### config.mk
export PLATFORM = sky130hd
export DESIGN_NAME = proj_fm_reader
export DESIGN_NICKNAME = d
export VERILOG_FILES = /design/src/rtl/proj_fm_pkg.sv /design/src/rtl/proj_fm_skid.sv /design/src/rtl/proj_fm_reader.sv
export SDC_FILE = /design/constraint.sdc
export NUM_CORES = 1
export LEC_CHECK = 0
export CAP_MARGIN = 15
export CORE_MARGIN = 2
export CORE_UTILIZATION = 40
export CTS_CLUSTER_DIAMETER = 200
export DETAILED_ROUTE_END_ITERATION = 8
export DONT_BUFFER_PORTS = 1
export GPL_TIMING_DRIVEN = 0
export PLACE_DENSITY_LB_ADDON = 0.15
export SLEW_MARGIN = 0
export SYNTH_ARGS = -nofsm -noshare
export SYNTH_HDL_FRONTEND = slang
export SYNTH_HIERARCHICAL = 1
export SYNTH_SLANG_ARGS = --single-unit
### constraint.sdc
create_clock -name in_clk -period 4.63 [get_ports in_clk]
set_input_delay 0.2315 -clock in_clk [delete_from_list [all_inputs] [get_ports in_clk]]
set_output_delay 0.2315 -clock in_clk [all_outputs]
set_load 0.02 [all_outputs]
### src/rtl/proj_fm_pkg.sv
// rtl/proj_fm_pkg.sv - shared FM buffer state type and size helpers
package proj_fm_pkg;

  typedef enum logic [1:0] {
    IDLE    = 2'd0,
    READ    = 2'd1,
    DRAIN   = 2'd2,
    RELEASE = 2'd3
  } fm_rd_state_t;

  function automatic int fm_buffer_size(input int rams, input int entries, input int offset);
    return rams * entries * offset;
  endfunction

  function automatic int fm_addr_bits(input int buffer_size);
    return (buffer_size > 1) ? $clog2(buffer_size) : 1;
  endfunction

  function automatic int fm_bidx_bits(input int buffer_count);
    return (buffer_count > 2) ? $clog2(buffer_count) : 1;
  endfunction

endpackage

### src/rtl/proj_fm_skid.sv
// rtl/proj_fm_skid.sv - 2-entry valid/ready FIFO absorbing RAM read latency
module proj_fm_skid #(
  parameter int W = 16
) (
  input  logic         i_clk,
  input  logic         i_rst,
  input  logic         i_push,
  input  logic [W-1:0] i_tdata,
  input  logic         i_tlast,
  output logic         o_tvalid,
  input  logic         i_tready,
  output logic [W-1:0] o_tdata,
  output logic         o_tlast,
  output logic [1:0]   o_occ
);

  logic [W:0] r_mem [2];
  logic       r_wr_ptr;
  logic       r_rd_ptr;
  logic [1:0] r_occ;
  logic       w_pop;
  logic [W:0] w_head;

  assign w_pop  = (r_occ != 2'd0) && i_tready;
  assign w_head = r_mem[r_rd_ptr];

  // Storage and pointers; the reader's credit scheme guarantees no push when full
  always_ff @(posedge i_clk or posedge i_rst) begin
    if (i_rst) begin
      r_mem[0] <= '0;
      r_mem[1] <= '0;
      r_wr_ptr <= 1'b0;
      r_rd_ptr <= 1'b0;
      r_occ    <= 2'd0;
    end else begin
      if (i_push) begin
        r_mem[r_wr_ptr] <= {i_tlast, i_tdata};
        r_wr_ptr        <= ~r_wr_ptr;
      end
      if (w_pop) begin
        r_rd_ptr <= ~r_rd_ptr;
      end
      case ({i_push, w_pop})
        2'b10:   r_occ <= r_occ + 2'd1;
        2'b01:   r_occ <= r_occ - 2'd1;
        default: r_occ <= r_occ;
      endcase
    end
  end

  // Head is zeroed while empty so stale words never show on the stream
  assign o_tvalid = (r_occ != 2'd0);
  assign o_tdata  = o_tvalid ? w_head[W-1:0] : '0;
  assign o_tlast  = o_tvalid & w_head[W];
  assign o_occ    = r_occ;

endmodule

### src/rtl/proj_fm_reader.sv
// rtl/proj_fm_reader.sv - ping-pong FM bank reader; PROJ_FM_READER_ERR_EN enables overrun flag
module proj_fm_reader
  import proj_fm_pkg::*;
#(
  parameter int BUFFER_COUNT         = 2,
  parameter int RAMS                 = 2,
  parameter int ENTRIES              = 4,
  parameter int OFFSET               = 8,
  parameter int DATA_BITS            = 8,
  parameter int READ_ADDRESSES_COUNT = 2,
  localparam int BUFFER_SIZE = fm_buffer_size(RAMS, ENTRIES, OFFSET),
  localparam int ADDR_BITS   = fm_addr_bits(BUFFER_SIZE),
  localparam int BIDX_BITS   = fm_bidx_bits(BUFFER_COUNT),
  localparam int WORD_BITS   = READ_ADDRESSES_COUNT * DATA_BITS
) (
  input  logic                 in_clk,
  input  logic                 in_rst,
  input  logic                 in_bank_full,
  input  logic [BIDX_BITS-1:0] in_bank_idx,
  output logic                 out_ren,
  output logic [BIDX_BITS-1:0] out_rbank,
  output logic [ADDR_BITS-1:0] out_raddr,
  input  logic [WORD_BITS-1:0] in_rdata,
  output logic                 out_valid,
  input  logic                 in_ready,
  output logic [WORD_BITS-1:0] out_data,
  output logic                 out_last,
  output logic                 out_bank_release,
  output logic [BIDX_BITS-1:0] out_release_idx,
  output logic                 out_busy,
  output logic                 out_err
);

  localparam int WORDS    = BUFFER_SIZE / READ_ADDRESSES_COUNT;
  localparam int CNT_BITS = $clog2(WORDS) + 1;
  localparam logic [CNT_BITS-1:0]  LAST_CNT = CNT_BITS'(WORDS - 1);
  localparam logic [BIDX_BITS-1:0] LAST_PTR = BIDX_BITS'(BUFFER_COUNT - 1);

  fm_rd_state_t          r_state;
  fm_rd_state_t          w_state_next;
  logic [BUFFER_COUNT-1:0] r_full;
  logic [BUFFER_COUNT-1:0] w_full_next;
  logic [BIDX_BITS-1:0]  r_ptr;
  logic [CNT_BITS-1:0]   r_cnt;
  logic                  r_inflight;
  logic                  r_inflight_last;
  logic [1:0]            w_occ;
  logic                  w_pop;
  logic                  w_ren;
  logic                  w_issue_last;
  logic                  w_release;
  logic [2:0]            w_credit_lhs;
  logic [2:0]            w_credit_rhs;

  // A read may issue only if the skid buffer can still hold its data next cycle
  assign w_pop        = out_valid && in_ready;
  assign w_credit_lhs = {1'b0, w_occ} + {2'b00, r_inflight};
  assign w_credit_rhs = 3'd2 + {2'b00, w_pop};
  assign w_ren        = (r_state == READ) && (w_credit_lhs < w_credit_rhs);
  assign w_issue_last = w_ren && (r_cnt == LAST_CNT);
  assign w_release    = (r_state == RELEASE);

  // State register
  always_ff @(posedge in_clk or posedge in_rst) begin
    if (in_rst) begin
      r_state <= IDLE;
    end else begin
      r_state <= w_state_next;
    end
  end

  // Next-state: wait for the bank at ptr, stream it, let the last read land, release
  always_comb begin
    w_state_next = r_state;
    case (r_state)
      IDLE:    if (r_full[r_ptr]) w_state_next = READ;
      READ:    if (w_issue_last) w_state_next = DRAIN;
      DRAIN:   w_state_next = RELEASE;
      RELEASE: w_state_next = IDLE;
      default: w_state_next = IDLE;
    endcase
  end

  // Full flags: a writer set in the same cycle as our clear must not be lost
  always_comb begin
    w_full_next = r_full;
    if (w_release) w_full_next[r_ptr] = 1'b0;
    if (in_bank_full) w_full_next[in_bank_idx] = 1'b1;
  end

  // Bank flags and round-robin pointer
  always_ff @(posedge in_clk or posedge in_rst) begin
    if (in_rst) begin
      r_full <= '0;
      r_ptr  <= '0;
    end else begin
      r_full <= w_full_next;
      if (w_release) begin
        r_ptr <= (r_ptr == LAST_PTR) ? '0 : r_ptr + BIDX_BITS'(1);
      end
    end
  end

  // Word counter and the one-cycle read-in-flight marker with its last tag
  always_ff @(posedge in_clk or posedge in_rst) begin
    if (in_rst) begin
      r_cnt           <= '0;
      r_inflight      <= 1'b0;
      r_inflight_last <= 1'b0;
    end else begin
      if (r_state == IDLE) begin
        r_cnt <= '0;
      end else if (w_ren) begin
        r_cnt <= r_cnt + CNT_BITS'(1);
      end
      r_inflight      <= w_ren;
      r_inflight_last <= w_issue_last;
    end
  end

  proj_fm_skid #(
    .W (WORD_BITS)
  ) u_skid (
    .i_clk    (in_clk),
    .i_rst    (in_rst),
    .i_push   (r_inflight),
    .i_tdata  (in_rdata),
    .i_tlast  (r_inflight_last),
    .o_tvalid (out_valid),
    .i_tready (in_ready),
    .o_tdata  (out_data),
    .o_tlast  (out_last),
    .o_occ    (w_occ)
  );

  assign out_ren          = w_ren;
  assign out_rbank        = w_ren ? r_ptr : '0;
  assign out_raddr        = w_ren ? ADDR_BITS'(int'(r_cnt) * READ_ADDRESSES_COUNT) : '0;
  assign out_bank_release = w_release;
  assign out_release_idx  = w_release ? r_ptr : '0;
  assign out_busy         = (r_state != IDLE);

`ifdef PROJ_FM_READER_ERR_EN
  logic r_err;

  // Sticky overrun: the writer refilled a bank we have not yet released
  always_ff @(posedge in_clk or posedge in_rst) begin
    if (in_rst) begin
      r_err <= 1'b0;
    end else if (in_bank_full && r_full[in_bank_idx]) begin
      r_err <= 1'b1;
    end
  end

  assign out_err = r_err;
`else
  assign out_err = 1'b0;
`endif

endmodule

### Word level (Yosys, flattened, before mapping)

Cells that the tools add are included.

* register bits: 51
* bits of input ports: 21
* output and inout bits: 30

* add/sub/neg operators: 6
* magnitude comparators: 8
* equal/unequal tests: 8
* multiplexer cells: 25
* bitwise operators: 8
* reduce and logical (&&, ||, !) cells: 12

Operator list (count)
* 2-to-1 mux 17 bit: 4
* bitwise mux 34 bit: 1
* 2-to-1 mux 6 bit: 3
* demux 17 bit (select 1 bit): 1
* 2-to-1 mux 16 bit: 1
* 2-to-1 mux 2 bit: 4
* one-hot mux 2 bit (4 select lines): 1
* nonzero test 2 bit: 4
* 2-to-1 mux 1 bit: 7
* adder 6 x 1 -> 6 bit (second input constant): 1
* equality test 2 bit (second input constant): 3
* equality test 6 x 5 -> 1 bit (second input constant): 1
* logical AND 1 bit: 6
* equality test 2 x 1 -> 1 bit (second input constant): 2
* greater-or-equal comparator 2 bit (second input constant): 2
* less-than comparator 1 x 2 -> 1 bit (second input constant): 2
* inequality test 2 bit (second input constant): 2
* inverter 1 -> 2 bit: 2
* one-hot mux 2 bit (2 select lines): 1
* adder 2 x 1 -> 3 bit: 1
* adder 2 x 1 -> 3 bit (first input constant): 1
* less-than comparator 3 bit: 1
* adder 2 x 1 -> 2 bit (second input constant): 1
* AND 2 bit: 1
* other kinds (11): 14

### Longest topological paths before layout

* depth after elaboration: 9
* gate-level depth with buffers: 7
* mapped depth without buffers: 6

### Cells and area by module

Netlist, hierarchy kept.

By module, submodules not included
* proj_fm_skid: times used 1, cells an instance 126, area each 1764.2 µm², sequential area each 950.9 µm²
* proj_fm_reader: times used 1, cells an instance 85, area each 833.3 µm², sequential area each 325.3 µm²

### Worst setup path before layout

No wires, ideal clock.

* path kind: reg-to-output
* start: reg u_skid.r_occ[0], in the netlist u_skid/o_occ[0]
* end: out out_raddr[1]
* arrival: 1.778 ns
* required time: 4.398 ns
* slack: 2.620 ns
* stages on the path, launching flop included: 7
* path buffers: 1
* path through: dfrtp_1 > nor2_2 > buf_2 > inv_1 > nand3b_1 > a21oi_2 > and2_1

* word-level cells in the longest chain between the ends: 6

Ends and longest elaborated chain
* from (decl): RTL line proj_fm_skid.sv:20 `logic [1:0] r_occ;`
* from (signal assigned): RTL line proj_fm_skid.sv:44 `2'b10: r_occ <= r_occ + 2'd1;`
* from (signal assigned): RTL line proj_fm_skid.sv:45 `2'b01: r_occ <= r_occ - 2'd1;`
* from (signal assigned): RTL line proj_fm_skid.sv:46 `default: r_occ <= r_occ;`
* nonzero test 2 bit: RTL line proj_fm_skid.sv:52 `assign o_tvalid = (r_occ != 2'd0);`
* via out_valid: RTL line proj_fm_reader.sv:24 `output logic out_valid,`
* logical AND 1 bit: RTL line proj_fm_reader.sv:56 `assign w_pop = out_valid && in_ready;`
* adder 2 x 1 -> 3 bit: RTL line proj_fm_reader.sv:58 `assign w_credit_rhs = 3'd2 + {2'b00, w_pop};`
* less-than comparator 3 bit: RTL line proj_fm_reader.sv:59 `assign w_ren = (r_state == READ) && (w_credit_lhs < w_credit_rhs);`
* logical AND 1 bit: RTL line proj_fm_reader.sv:59
* via out_ren: RTL line proj_fm_reader.sv:20 `output logic out_ren,`
* 2-to-1 mux 6 bit: RTL line proj_fm_reader.sv:138 `assign out_raddr = w_ren ? ADDR_BITS'(int'(r_cnt) * READ_ADDRESSES_COUNT) : '0;`
* to (decl): RTL line proj_fm_reader.sv:22 `output logic [ADDR_BITS-1:0] out_raddr,`

The timed path passes the listed nets, and every way through them passes these cells.

### Final worst setup path

* start: reg u_skid.r_occ[0], in the netlist u_skid/o_occ[0]
* end: out out_raddr[3]

The elaborated chain is that of the path after synthesis.

==> summary.txt <==
Outcome
  – Outcome: completed

Placement
  – Minimum setup slack after placement: 2.23 ns
  – Estimated wirelength of the detail-placed design: 3220 um
  – Routability-driven placement congestion ratio: 0.738
  – DP Area: 2700 sq um
  – Count of port buffers added during placement: 0

Synthesis
  – Post-synth EDFFs: 0
  – Most frequent cell after synthesis: dfrtp_1
  – Total of warnings raised by yosys: 6
  – Average size of a mapped cell: 12.3 sq um
  – Post-synthesis share of cell area spent on and, or, nand and nor gates: 9.68%
  – Yosys top cell by area: dfrtp_1
  – Compound-cell area share of the yosys netlist: 4.62%
  – Top post-synthesis cells by area: dfrtp_1 49%, mux2_2 10%, mux2i_1 7.7%
  – Instance count of the mapped netlist: 211
  – Arithmetic-cell share of the synthesized area counting full adders, half adders and majority gates: 3.85%
  – Mux contribution to synthesized area: 23.9%
  – Count of cell types in the netlist: 34
  – Combined area of all synthesized cells: 2600 sq um
  – Seq cells post-synth: 51
  – Asr flop ratio synth: 100%
  – Most used DFF post-synth: dfrtp_1
  – Share of synthesized area occupied by flip-flops and latches: 49.1%
  – Largest family of logic cells by synthesized area: multiplexers
  – XOR/XNOR Fraction of Synth Area: 3.37%
  – Yosys top cell area share: 49.1%
  – Synth cell count leaders: 51 x dfrtp_1, 27 x nor2_1, 24 x mux2_2

Final layout
  – Area delta synth->final: 8.19%
  – Post-layout instance area: 2810 sq um
  – Total inserted antenna cells: 0
  – Number of nets at the end of the flow: 249
  – Share of layout cells above drive strength 1: 25.5%

Worst hold path
  – WHS Endpoint: r_full[0]
  – Worst min path class: input port to flop
  – Number of instances on the worst hold path: 1
  – Hold path start: in_bank_idx

STA
  – Final critical path time including I/O delays and setup: 2.66 ns
  – Worst Slack Setup Final: 1.97 ns
  – Max Clock Freq: 376 MHz
  – Final worst-path cycle share: 57.5%
  – Hold Fails Final Rpt: 0
  – Setup-failing EPs final: 0
  – Max-slew violation count: 0
  – RSZ-0062 raised after global routing: false
  – Pin slew with the least headroom to its limit: 0.785 ns
  – Worst clock skew: 0.00483 ns
  – Total Neg Setup Slack: 0 ns
  – Slew margin rel.: 47.6%

Critical path
  – Series of cell instances along the critical path: nor2_2, buf_2, inv_1, nand3b_1, a21oi_2, and2_1
  – Worst Reg-to-Reg Cells: 7
  – Nature of the critical path startpoint: flop
  – Endpoint of the worst register-to-register path: r_state[0]
  – Kind of capture point of the worst setup path: output pin
  – Reg2Reg Setup Slack: 2.30 ns
  – Endpoint arrival time on the critical path: 2.43 ns
  – Worst R2R Start: u_skid/o_occ[0]
  – Data required time at the worst endpoint: 4.40 ns
  – Start-to-end type of the worst setup path: flop to output pin
  – Delay of the slowest cell on the worst path: 0.56 ns
  – Maximum fanout along the worst path: 10
  – CP max stage cell: a21oi_2

Pwr
  – Sequential cell fraction of total power: 37.3%
  – Standby leakage power: 1.32 nW
  – Relative contribution of combinational cells to total power: 47.9%
  – Areal power density over the cells: 729 nW/um^2
  – Switching share of total power: 40.8%
  – Worst IR drop on VDD: 0.307 mV
  – Power share of the clock group: 14.8%
  – NetSw: 0.837 mW
  – Total power: 2.05 mW
  – Power Internal: 1.21 mW

Clock tree
  – Maximum count of clock buffers along a single path: 2
  – Library cell used as clock root buffer: clkbuf_8
  – Number of clock sinks seen by CTS: 51
  – Hold_buf cts: 1
  – Clock tree from TritonCTS: built
  – Clock network latency to the later pin of the worst-skew pair: 0.30 ns
  – Count of buffers added by post-CTS timing repair for setup: 0
  – Clock transition at the registers of the reported paths: 0.09 ns
  – Clock buffer count from CTS: 5
  – Post-CTS sizing: 0
  – Max H-tree Level: 2

Global route
  – Maximum number of pins on one net before global-route repair: 39
  – Gr busiest metal: met2
  – Fraction of met1 tracks used by global routing: 18.9%
  – First-pass GRT wire length: 7780 um
  – Global route overflow: 0
  – Initial antenna violation count: 0
  – GR met2 Demand/Resource: 20.3%
  – Number of global-route vias before repair: 1548
  – Global router's overall resource usage: 13.9%
  – Met3 track utilization from global routing: 5.01%

Detailed routing
  – Average wire per standard cell: 15.4 um
  – Total number of vias: 1516
  – Number of iterations in the first detailed-routing pass: 4
  – Vias per cell: 5.10
  – Antenna-violating nets left: 0
  – Violation count after the first detailed-routing iteration: 38
  – DRC viols: 0
  – Wire length reported by the detailed router: 4580 um

Floorplanning
  – Die Ht: 84.6 um
  – Effective utilization at floorplan: 41.1%
  – Horizontal die dimension: 84.6 um
  – Full die area: 7150 sq um
  – Core ar.: 6310 sq um
  – Number of cell rows: 29
  – Top-level I/O count: 51

Flow run
  – Max Cap Viol: 0
-- stage by stage --
step	hold WS, ns	cells	util [%]
floorplan	0.108	212	-
global placement	0.202	289	42.7
detailed placement	0.196	289	42.7
CTS	0.00316	297	44.5
global route	0.0314	297	44.5
finish	0.0203	297	44.5
-- final cells by class --
| class | count | area, sq um |
|---|---|---|
| Timing Repair Buffer | 1 | 10.0 |
| Buffer | 9 | 88.8 |
| Tap cell | 77 | 96.3 |
| Clock buffer | 6 | 72.6 |
| Multi-Input combinational cell | 139 | 1190 |
| Sequential cell | 51 | 1280 |
| Clock inverter | 1 | 30.0 |
| Fill cell | 616 | 3500 |
| Inverter | 13 | 48.8 |
-- logic make-up (layout without fill, tap and decap cells) --
kind of cell | Yosys count | in the layout
other | 1 | 2
AND/OR/NAND/NOR | 51 | 51
multiplexers | 54 | 54
flip-flops | 51 | 51
buffers and inverters | 22 | 30
AO/OA/AOI/OAI | 14 | 14
XOR/XNOR | 10 | 10
adder cells (fa/ha/maj) | 8 | 8
-- state kept, by name, indices dropped and copies added, names as in the netlist --
register,cells
u_skid/o_occ,2
u_skid/r_rd_ptr,1
r_cnt,6
r_state,2
r_inflight,1
r_full,2
u_skid/r_wr_ptr,1
r_ptr,1
r_inflight_last,1
u_skid/r_mem,34
-- metal layers --
layer / routed length [um] / vias to the layer above
met2: 2040 / 35
met4: 72 / 0
met3: 325 / 6
li1: - / 727
met5: 0 / -
met1: 2150 / 748
-- placed cells by master (no fill, tap or decap), types with 2 or more instances in the layout --
cell / synthesis / routed
nand2b_1: 2 / 2
dfrtp_1: 51 / 51
buf_6: 3 / 3
nand2_1: 4 / 4
o21ai_0: 5 / 5
buf_4: 4 / 4
mux2i_1: 20 / 20
a211oi_1: 2 / 2
xor2_1: 4 / 4
nor2_1: 27 / 27
and2_1: 7 / 7
xnor2_1: 6 / 6
clkbuf_8: 0 / 5
inv_1: 13 / 12
mux2_4: 10 / 10
mux2_2: 24 / 24
nand3_1: 2 / 2
conb_1: 1 / 2
o211ai_1: 2 / 2
nand3b_1: 2 / 2
ha_1: 8 / 8
-- critical path, delay by kind of cell, from the launching register on --
| kind | cells | cell delay [ns] |
|---|---|---|
| compound gates | 1 | 0.56 |
| buf+inv | 2 | 0.46 |
| flops | 1 | 0.43 |
| simple gates | 3 | 0.67 |
-- power by group through the flow --
stage	Combinational, mW	Sequential [mW]	Clock (mW)
after CTS	1.00	0.764	0.315
after global placement	0.986	0.772	0
after global routing	1.09	0.795	0.332
final	0.982	0.764	0.303
after floorplan	0.868	0.743	0
after detailed placement	0.999	0.773	0
-- worst max path at each step --
stage | start | end | slack, ns | cells after the start
global placement | u_skid/o_occ[0] | out_raddr[3] | 2.24 | 6
global route | u_skid/o_occ[0] | out_raddr[3] | 1.73 | 6
floorplan | u_skid/o_occ[0] | out_raddr[1] | 2.62 | 6
CTS | u_skid/o_occ[0] | out_raddr[3] | 1.89 | 6
detailed placement | u_skid/o_occ[0] | out_raddr[3] | 2.23 | 6
finish | u_skid/o_occ[0] | out_raddr[3] | 1.97 | 6
No activity file was read; power rests on OpenSTA's default activity.
